<file path="config.mk">
export PLATFORM = sky130hd
export DESIGN_NAME = descrambler
export DESIGN_NICKNAME = d
export VERILOG_FILES = /design/src/rtl/descrambler_pkg.sv /design/src/rtl/lfsr10.sv /design/src/rtl/descrambler.sv
export SDC_FILE = /design/constraint.sdc
export NUM_CORES = 1
export LEC_CHECK = 0
export BUFFER_PORTS_ARGS = -buffer_cell sky130_fd_sc_hd__clkbuf_2
export CELL_PAD_IN_SITES_DETAIL_PLACEMENT = 0
export CELL_PAD_IN_SITES_GLOBAL_PLACEMENT = 1
export CORE_MARGIN = 1
export CORE_UTILIZATION = 42
export DETAILED_ROUTE_END_ITERATION = 8
export PLACE_DENSITY_LB_ADDON = 0.1
export REMOVE_ABC_BUFFERS = 1
export SYNTH_ARGS = -nofsm -noshare
export SYNTH_HDL_FRONTEND = slang
export SYNTH_SLANG_ARGS = --single-unit
</file>
<file path="constraint.sdc">
create_clock -name clk -period 5.3 [get_ports clk]
set_input_delay 1.06 -clock clk [delete_from_list [all_inputs] [get_ports clk]]
set_output_delay 1.06 -clock clk [all_outputs]
set_load 0.05 [all_outputs]
</file>
<file path="src/rtl/descrambler_pkg.sv">
// Shared types and constants for the 16FSK receive descrambler and its LFSR core.
package descrambler_pkg;

  localparam int unsigned LFSR_W = 10;
  localparam int unsigned TAP_HI = 9;
  localparam int unsigned TAP_LO = 6;
  localparam logic [LFSR_W-1:0] DEFAULT_SEED = 10'b0001011101;

  typedef enum logic {
    HUNT    = 1'b0,
    PAYLOAD = 1'b1
  } state_t;

  // One step of x^10 + x^7 + 1: shift up, feedback enters at bit 0.
  function automatic logic [LFSR_W-1:0] lfsr_next(input logic [LFSR_W-1:0] s);
    return {s[LFSR_W-2:0], s[TAP_LO] ^ s[TAP_HI]};
  endfunction

endpackage

</file>
<file path="src/rtl/lfsr10.sv">
// 10-bit keystream LFSR with load and advance controls; shared with the transmit scrambler.
module lfsr10
  import descrambler_pkg::*;
(
  input  logic              clk,
  input  logic              load,
  input  logic [LFSR_W-1:0] seed,
  input  logic              advance,
  output logic [LFSR_W-1:0] state
);

  always_ff @(posedge clk) begin
    if (load) begin
      state <= seed;
    end else if (advance) begin
      state <= lfsr_next(state);
    end
  end

endmodule

</file>
<file path="src/rtl/descrambler.sv">
// Frame-sync hunter and payload descrambler for the 16FSK receive path.
// Optional macro DESCRAMBLER_SYNC_TOL_EN accepts sync words with up to one bit error.
module descrambler
  import descrambler_pkg::*;
#(
  parameter int unsigned       SYNC_LEN  = 16,
  parameter logic [SYNC_LEN-1:0] SYNC_WORD = SYNC_LEN'(16'hEB90),
  parameter int unsigned       FRAME_LEN = 256,
  parameter logic [LFSR_W-1:0] SEED      = DEFAULT_SEED
) (
  input  logic              clk,
  input  logic              rst,
  input  logic              datain,
  input  logic              din_en,
  output logic              dataout,
  output logic              dout_valid,
  output logic              frame_start,
  output logic              frame_end,
  output logic              sync_lock,
  output logic [LFSR_W-1:0] reg_scr
);

  localparam int unsigned FILL_W = $clog2(SYNC_LEN + 1);
  localparam int unsigned CNT_W  = 16;

  state_t              state, state_nxt;
  logic [SYNC_LEN-1:0] sr, sr_nxt, shifted_c;
  logic [FILL_W-1:0]   fill, fill_nxt, fill_inc_c;
  logic [CNT_W-1:0]    cnt, cnt_nxt;
  logic                match_c, load_c, adv_c, out_en_c, first_c, last_c;

  assign shifted_c  = {sr[SYNC_LEN-2:0], datain};
  assign fill_inc_c = (fill == FILL_W'(SYNC_LEN)) ? fill : fill + FILL_W'(1);

  // Match is judged on the register contents including the bit being accepted.
`ifdef DESCRAMBLER_SYNC_TOL_EN
  assign match_c = (fill_inc_c == FILL_W'(SYNC_LEN)) &&
                   ($countones(shifted_c ^ SYNC_WORD) <= 1);
`else
  assign match_c = (fill_inc_c == FILL_W'(SYNC_LEN)) && (shifted_c == SYNC_WORD);
`endif

  always_ff @(posedge clk) begin
    if (rst) begin
      state <= HUNT;
      sr    <= '0;
      fill  <= '0;
      cnt   <= '0;
    end else begin
      state <= state_nxt;
      sr    <= sr_nxt;
      fill  <= fill_nxt;
      cnt   <= cnt_nxt;
    end
  end

  always_comb begin
    state_nxt = state;
    sr_nxt    = sr;
    fill_nxt  = fill;
    cnt_nxt   = cnt;
    load_c    = 1'b0;
    adv_c     = 1'b0;
    out_en_c  = 1'b0;
    first_c   = 1'b0;
    last_c    = 1'b0;
    case (state)
      HUNT: begin
        if (din_en) begin
          sr_nxt   = shifted_c;
          fill_nxt = fill_inc_c;
          if (match_c) begin
            state_nxt = PAYLOAD;
            load_c    = 1'b1;
            cnt_nxt   = '0;
          end
        end
      end
      PAYLOAD: begin
        if (din_en) begin
          adv_c    = 1'b1;
          out_en_c = 1'b1;
          first_c  = (cnt == '0);
          cnt_nxt  = cnt + CNT_W'(1);
          // Hunting restarts from an empty register so no sync straddles the payload.
          if (cnt == CNT_W'(FRAME_LEN - 1)) begin
            last_c    = 1'b1;
            state_nxt = HUNT;
            sr_nxt    = '0;
            fill_nxt  = '0;
            cnt_nxt   = '0;
          end
        end
      end
      default: state_nxt = HUNT;
    endcase
  end

  always_ff @(posedge clk) begin
    if (rst) begin
      dataout     <= 1'b0;
      dout_valid  <= 1'b0;
      frame_start <= 1'b0;
      frame_end   <= 1'b0;
      sync_lock   <= 1'b0;
    end else begin
      if (out_en_c) begin
        dataout <= datain ^ reg_scr[0];
      end
      dout_valid  <= out_en_c;
      frame_start <= first_c;
      frame_end   <= last_c;
      sync_lock   <= (state_nxt == PAYLOAD);
    end
  end

  lfsr10 u_lfsr (
    .clk     (clk),
    .load    (rst | load_c),
    .seed    (SEED),
    .advance (adv_c),
    .state   (reg_scr)
  );

endmodule
</file>
==> out/results.ini, run 1 <==
[outcome]
outcome = completed

[logic_synthesis]
synthCells = 272
synth_compound_area_share_pct = 19.13
synthSimpleGateAreaFrac_pct = 28.56
yosysSeqAreaShare_pct = 44.74
syn_avg_cell_area_um2 = 8.390
ys_ff_latch = 51
yosysWarningCount = 0
synth-main-ff-cell = dfxtp_1
synth_mux_area_share_pct = 0.4386
async_flop_share_pct = 0
ys_types = 40
synthAdderAreaFrac_pct = 2.193
synth_xor_area_share_pct = 1.151
netlist_area_um2 = 2282
synth_edf_count = 0
synth_top_family_by_area = simple AND/OR/NAND/NOR gates

[sta]
slew_headroom_pct = 53.62
tightest_slew_ns = 0.6940
grt_setup_unrepaired = false
min_period_over_period_pct = 54.45
slew_violations = 0
hold_viol = 0
fin_tns_setup_ns = 0
min_period_ns = 2.886
finClkSkew_ns = 0.008677
clock.fmax_mhz = 346.5
setup_viol = 0

[global_routing]
overflow = 0
grt_antenna_before_repair = 0
grt_usage_pct = 17.56
grt_pass1_vias = 1679
grt_max_degree = 34
grt_pass1_wl_um = 7741

[power]
powerDensity_nw_per_um2 = 254.6
sequentialPowerShare_pct = 60.9
p_int_uw = 494.4
p_sw_share_pct = 22.16
p_comb_share_pct = 3.6
cellLeakagePower_nw = 0.8497
worst_ir_drop_vdd_mv = 0.09095
net-switching-power_uw = 140.8
clkPwrFrac_pct = 35.5

[clock_tree]
cts.reportedPaths.clkPinSlew_ns = 0.09
numCtsBuffers = 5
cts_tree = built
cts_resized = 0
cts.sinks = 51
cts_setup_buffers = 0
clockBufferDepth = 2
htree_levels = 2
clk_latency_ns = 0.30
hold_buffers = 0
clockRootBuffer = clkbuf_8

[drt]
postRouteAntennaNets = 0
drc = 0
first_pass_iters = 4
num_vias = 1959
vias_per_cell = 5.534
finalWirelength_um = 4697
drt_iter0_markers = 87
wl_per_cell_um = 13.27

[setup_path]
cp-start-kind = input pin
cp-end-kind = register
cp.arrival_ns = 3.12
cp_top_family = simple AND/OR/NAND/NOR gates
critical_path_class = in2reg
slowest_delay_ns = 0.55
cp.required_ns = 5.53
crit_slowest_cell = or4_4
r2r_start = fill[0]
crit_path_start = din_en
cp_max_fo = 23
path_cells = clkbuf_2 -> or4b_1 -> or4_4 -> o21a_4 -> or4_1 -> a21oi_1
crit_buf_inv = 1

[floorplan]
dieArea_um2 = 5733
num_io_pins = 19
start_util_pct = 44.12
die_h_um = 75.72
rows = 26
die_x_um = 75.72
core_um2 = 5172

[worst_hold_path]
min_from = u_lfsr.state[7]
hp-class = reg2reg

[cells_and_area]
diodes = 0
areaGrowthSynthToFinish_pct = 9.320
fillers = 509
fin_util_pct = 48.23
drive_gt1_share_pct = 10.92
finalNetCount = 292

[place]
gp_congestion = 0.7592
io_buffer_count = 18
hpwl_um = 3207

[flow_run]
drv_cap = 0

power groups by stage:
stage          Sequential [mW]  Clock, mW  Combinational [mW]
2_1_floorplan            0.395          0              0.0132
3_3_place_gp             0.396          0              0.0235
3_5_place_dp             0.396          0              0.0233
4_1_cts                  0.387      0.236              0.0234
5_1_grt                  0.387      0.248              0.0267
6_report                 0.387      0.225              0.0229
layout make-up:
| cell class | count | area (um2) | share of cell area (%) |
|---|---|---|---|
| Multi-Input combinational cell | 200 | 1175 | 47.09 |
| Sequential cell | 51 | 1021 | 40.92 |
| Timing Repair Buffer | 19 | 97.59 | 3.912 |
| Tap cell | 70 | 87.58 | 3.511 |
| Clock buffer | 6 | 82.58 | 3.310 |
| Inverter | 7 | 26.28 | 1.053 |
| Clock inverter | 1 | 5.005 | 0.2006 |
metrics by stage:
stage          setup WS, ns  area (um2)  hold WS [ns]  power, mW  std cells
2_1_floorplan         2.316        2222        0.4457     0.4085        258
3_3_place_gp          2.119        2407        0.4584     0.4195        347
3_5_place_dp          2.073        2407        0.4645     0.4193        347
4_1_cts               2.404        2495        0.4774     0.6467        354
5_1_grt               2.253        2495        0.5057     0.6620        354
6_report              2.414        2495        0.4733     0.6352        354
synthesized netlist by cell type, types with 2 or more instances:
cell type  instances  area (um2)
nor3_1             3       15.01
nand3_1           14       70.07
xnor2_1            3       26.28
ha_1               4       50.05
a22oi_1           16       120.1
clkbuf_1          13       48.80
nand2_1           30       112.6
or4_1              6       45.04
or3_1              3       18.77
dfxtp_1           51        1021
nor2_1            33       123.9
and3_1             2       12.51
nand4b_1           7       61.31
a21oi_1           25       125.1
nand4_1            5       31.28
nor4bb_1           2       20.02
o21ai_0            9       45.04
nor2b_1            3       18.77
a31oi_1            2       12.51
o41ai_1            4       35.03
or2_2              2       12.51
and2_1             5       31.28
o31ai_1            5       37.54
inv_1              7       26.28
nor4_1             3       18.77
worst reg2reg max path, stage by stage (launching register included):
cell	delay [ns]
dfxtp_1	0.42
inv_1	0.06
ha_1	0.31
or4b_1	0.50
or4_4	0.55
o21a_4	0.30
or4_1	0.49
a21oi_1	0.14
placed cells by master, fill, tap and decap left out, types with 3 or more instances in the layout:
cell,netlist,routed
nand3_1,14,14
o21ai_0,9,9
nor3_1,3,3
nor4_1,3,3
or3_1,3,3
a22oi_1,16,16
ha_1,4,4
nand4_1,5,5
or4_1,6,6
nand2_1,30,30
o41ai_1,4,4
clkbuf_2,0,18
a21oi_1,25,25
inv_1,7,7
dfxtp_1,51,51
nand4b_1,7,7
nor2_1,33,33
clkbuf_8,0,6
nor2b_1,3,3
and2_1,5,5
o31ai_1,5,5
xnor2_1,3,3
per-layer routing:
metal  vias up  global-route usage, %  share of wire [%]
li1       1018                      -                  -
met1       902                  23.76                 52
met2        33                  27.78                 44
met3         6                  3.968                2.5
met4         0                  5.761                1.4
met5         -                      0                  0
flip-flops by register name (all words and copies together), names as in the netlist:
signal        cells
u_lfsr.state     10
dout_valid        1
frame_start       1
cnt              16
fill              5
sr               15
dataout           1
sync_lock         1
frame_end         1
final timing paths:
kind              cells past startpoint         endpoint  slack (ns)
setup / recovery                      6          cnt[10]        2.41
hold / removal                        2  u_lfsr.state[7]        0.47
setup reg to reg                      7          cnt[10]        2.46
hold reg to reg                       2  u_lfsr.state[7]        0.47
cells by family after synthesis:
kind of cell | Yosys count
flip-flops | 51
multiplexers | 1
AND/OR/NAND/NOR | 124
XOR/XNOR | 3
buffers and inverters | 21
AO/OA/AOI/OAI | 68
adder cells (fa/ha/maj) | 4
(Power assumes the default switching activity.)
==> run 2, diff against run 1 <==
--- a/config.mk
+++ b/config.mk
@@ -9,7 +9,7 @@
 export CELL_PAD_IN_SITES_DETAIL_PLACEMENT = 0
 export CELL_PAD_IN_SITES_GLOBAL_PLACEMENT = 1
 export CORE_MARGIN = 1
-export CORE_UTILIZATION = 42
+export CORE_UTILIZATION = 40
 export DETAILED_ROUTE_END_ITERATION = 8
 export PLACE_DENSITY_LB_ADDON = 0.1
 export REMOVE_ABC_BUFFERS = 1
==> constraint.sdc (replaced) <==
create_clock -name clk -period 2.5 [get_ports clk]
set_input_delay 0.5 -clock clk [delete_from_list [all_inputs] [get_ports clk]]
set_output_delay 0.5 -clock clk [all_outputs]
set_load 0.05 [all_outputs]
==> out/results.ini, run 2 (synthesis results as in run 1) <==
[outcome]
outcome = complete, but fails checks
violations = setup timing

[floorplan]
rows = 27
die_x_um = 77.54
dieArea_um2 = 6012
die_h_um = 77.54
start_util_pct = 41.45
num_io_pins = 19
core_um2 = 5507

[setup_path]
cp.required_ns = 2.73
cp.arrival_ns = 2.81
critical_path_class = reg2reg
cp_max_fo = 6
cp-end-kind = register
cp-start-kind = register

[clock_tree]
clockRootBuffer = clkbuf_8
numCtsBuffers = 5
cts_tree = built
cts.reportedPaths.clkPinSlew_ns = 0.10
hold_buffers = 0
clockBufferDepth = 2
htree_levels = 2
clk_latency_ns = 0.30
cts.sinks = 51

[sta]
whs_ns = 0.4782
grt_setup_unrepaired = true
clock.fmax_mhz = 388.2
finClkSkew_ns = 0.007744
min_period_over_period_pct = 103.0
slew_headroom_pct = 55.46
fin_tns_setup_ns = -0.1411
slew_violations = 0
hold_viol = 0
tightest_slew_ns = 0.6681
setup_viol = 3
finalWorstSetupSlack_ns = -0.07604
min_period_ns = 2.576

[cells_and_area]
finalNetCount = 313
biggestRegsByFlops = cnt: 16 flops, sr: 15 flops, u_lfsr.state: 10 flops
largest-register = cnt
drive_gt1_share_pct = 21.57
stdcell_count = 378
diodes = 0
largest_reg_flops = 16
layout_commonest_cell = dfxtp_1
final_cell_mix = dfxtp_1 (49), nor2_1 (32), nand2_1 (30), a21oi_1 (23), clkbuf_2 (18)
areaGrowthSynthToFinish_pct = 22.64

[drt]
wl_per_cell_um = 14.96
drc = 0
postRouteAntennaNets = 0
finalWirelength_um = 5653
vias_per_cell = 5.648
num_vias = 2135
drt_iter0_markers = 117
first_pass_iters = 4

[place]
pre_cts_ws_ns = -0.1851
dp_cells = 366
gp_congestion = 0.7792
io_buffer_count = 18
hpwl_um = 3548

[power]
powerDensity_nw_per_um2 = 499.8
p_comb_share_pct = 4.8
p_int_mw = 1.070
net-switching-power_uw = 328.8
p_sw_share_pct = 23.51
cellLeakagePower_nw = 0.9608
clkPwrFrac_pct = 36.6
sequentialPowerShare_pct = 58.6
worst_ir_drop_vdd_mv = 0.2504

[global_routing]
overflow = 0
grt_antenna_before_repair = 0
grt_pass1_vias = 1865
grt_usage_pct = 19.72
grt_max_degree = 34
grt_pass1_wl_um = 9528

[worst_hold_path]
hp-class = reg2reg

[flow_run]
drv_cap = 0

==> run 2: final cells by class <==
class	instances	area [um2]
Inverter	7	26.28
Sequential cell	51	1023
Clock inverter	2	16.27
Clock buffer	6	82.58
Multi-Input combinational cell	203	1295
Tap cell	72	90.09
Fill cell	539	2708
Timing Repair Buffer	37	265.3
==> run 2: worst max-delay path, cell delays in order (launching register included) <==
cell,delay [ns]
dfxtp_2,0.35
inv_2,0.04
ha_4,0.22
or4b_1,0.47
or4_4,0.54
o21a_4,0.26
or4_1,0.50
a21oi_1,0.13
==> run 2: final timing paths <==
check,to,start,slack [ns],cells past startpoint
min,u_lfsr.state[9],u_lfsr.state[8],0.48,2
max reg2reg,cnt[3],fill[1],-0.08,7
max,cnt[3],fill[1],-0.08,7
min reg2reg,u_lfsr.state[9],u_lfsr.state[8],0.48,2
==> run 2: layer usage <==
metal / GRT usage, % / vias up / wire length, um
li1: - / 1057 / -
met3: 3.882 / 10 / 250
met2: 28.23 / 50 / 2520
met1: 29.03 / 1018 / 2802
met4: 6.981 / 0 / 80
met5: 0 / - / 0
==> run 2: repair_timing <==
item                       CTS  global route
resized for setup            5            16
pin swaps                   13            15
setup buffers                0             1
setup endpoints to repair   23            23
gates cloned                 2             1
==> run 2: metrics by stage <==
stage | power, mW | util (%) | instance area, um2
after global placement | 0.9021 | 46.31 | 2550
final | 1.399 | 50.83 | 2799
after CTS | 1.420 | 48.83 | 2689
after floorplan | 0.8661 | - | 2222
after detailed placement | 0.9014 | 46.31 | 2550
after global routing | 1.465 | 50.83 | 2799
==> run 2: power by group through the flow <==
stage	logic, mW	registers, mW	clock network, mW
6_report	0.0671	0.819	0.512
2_1_floorplan	0.0279	0.838	0
5_1_grt	0.0749	0.820	0.570
3_5_place_dp	0.0637	0.838	0
4_1_cts	0.0673	0.819	0.533
3_3_place_gp	0.0646	0.838	0
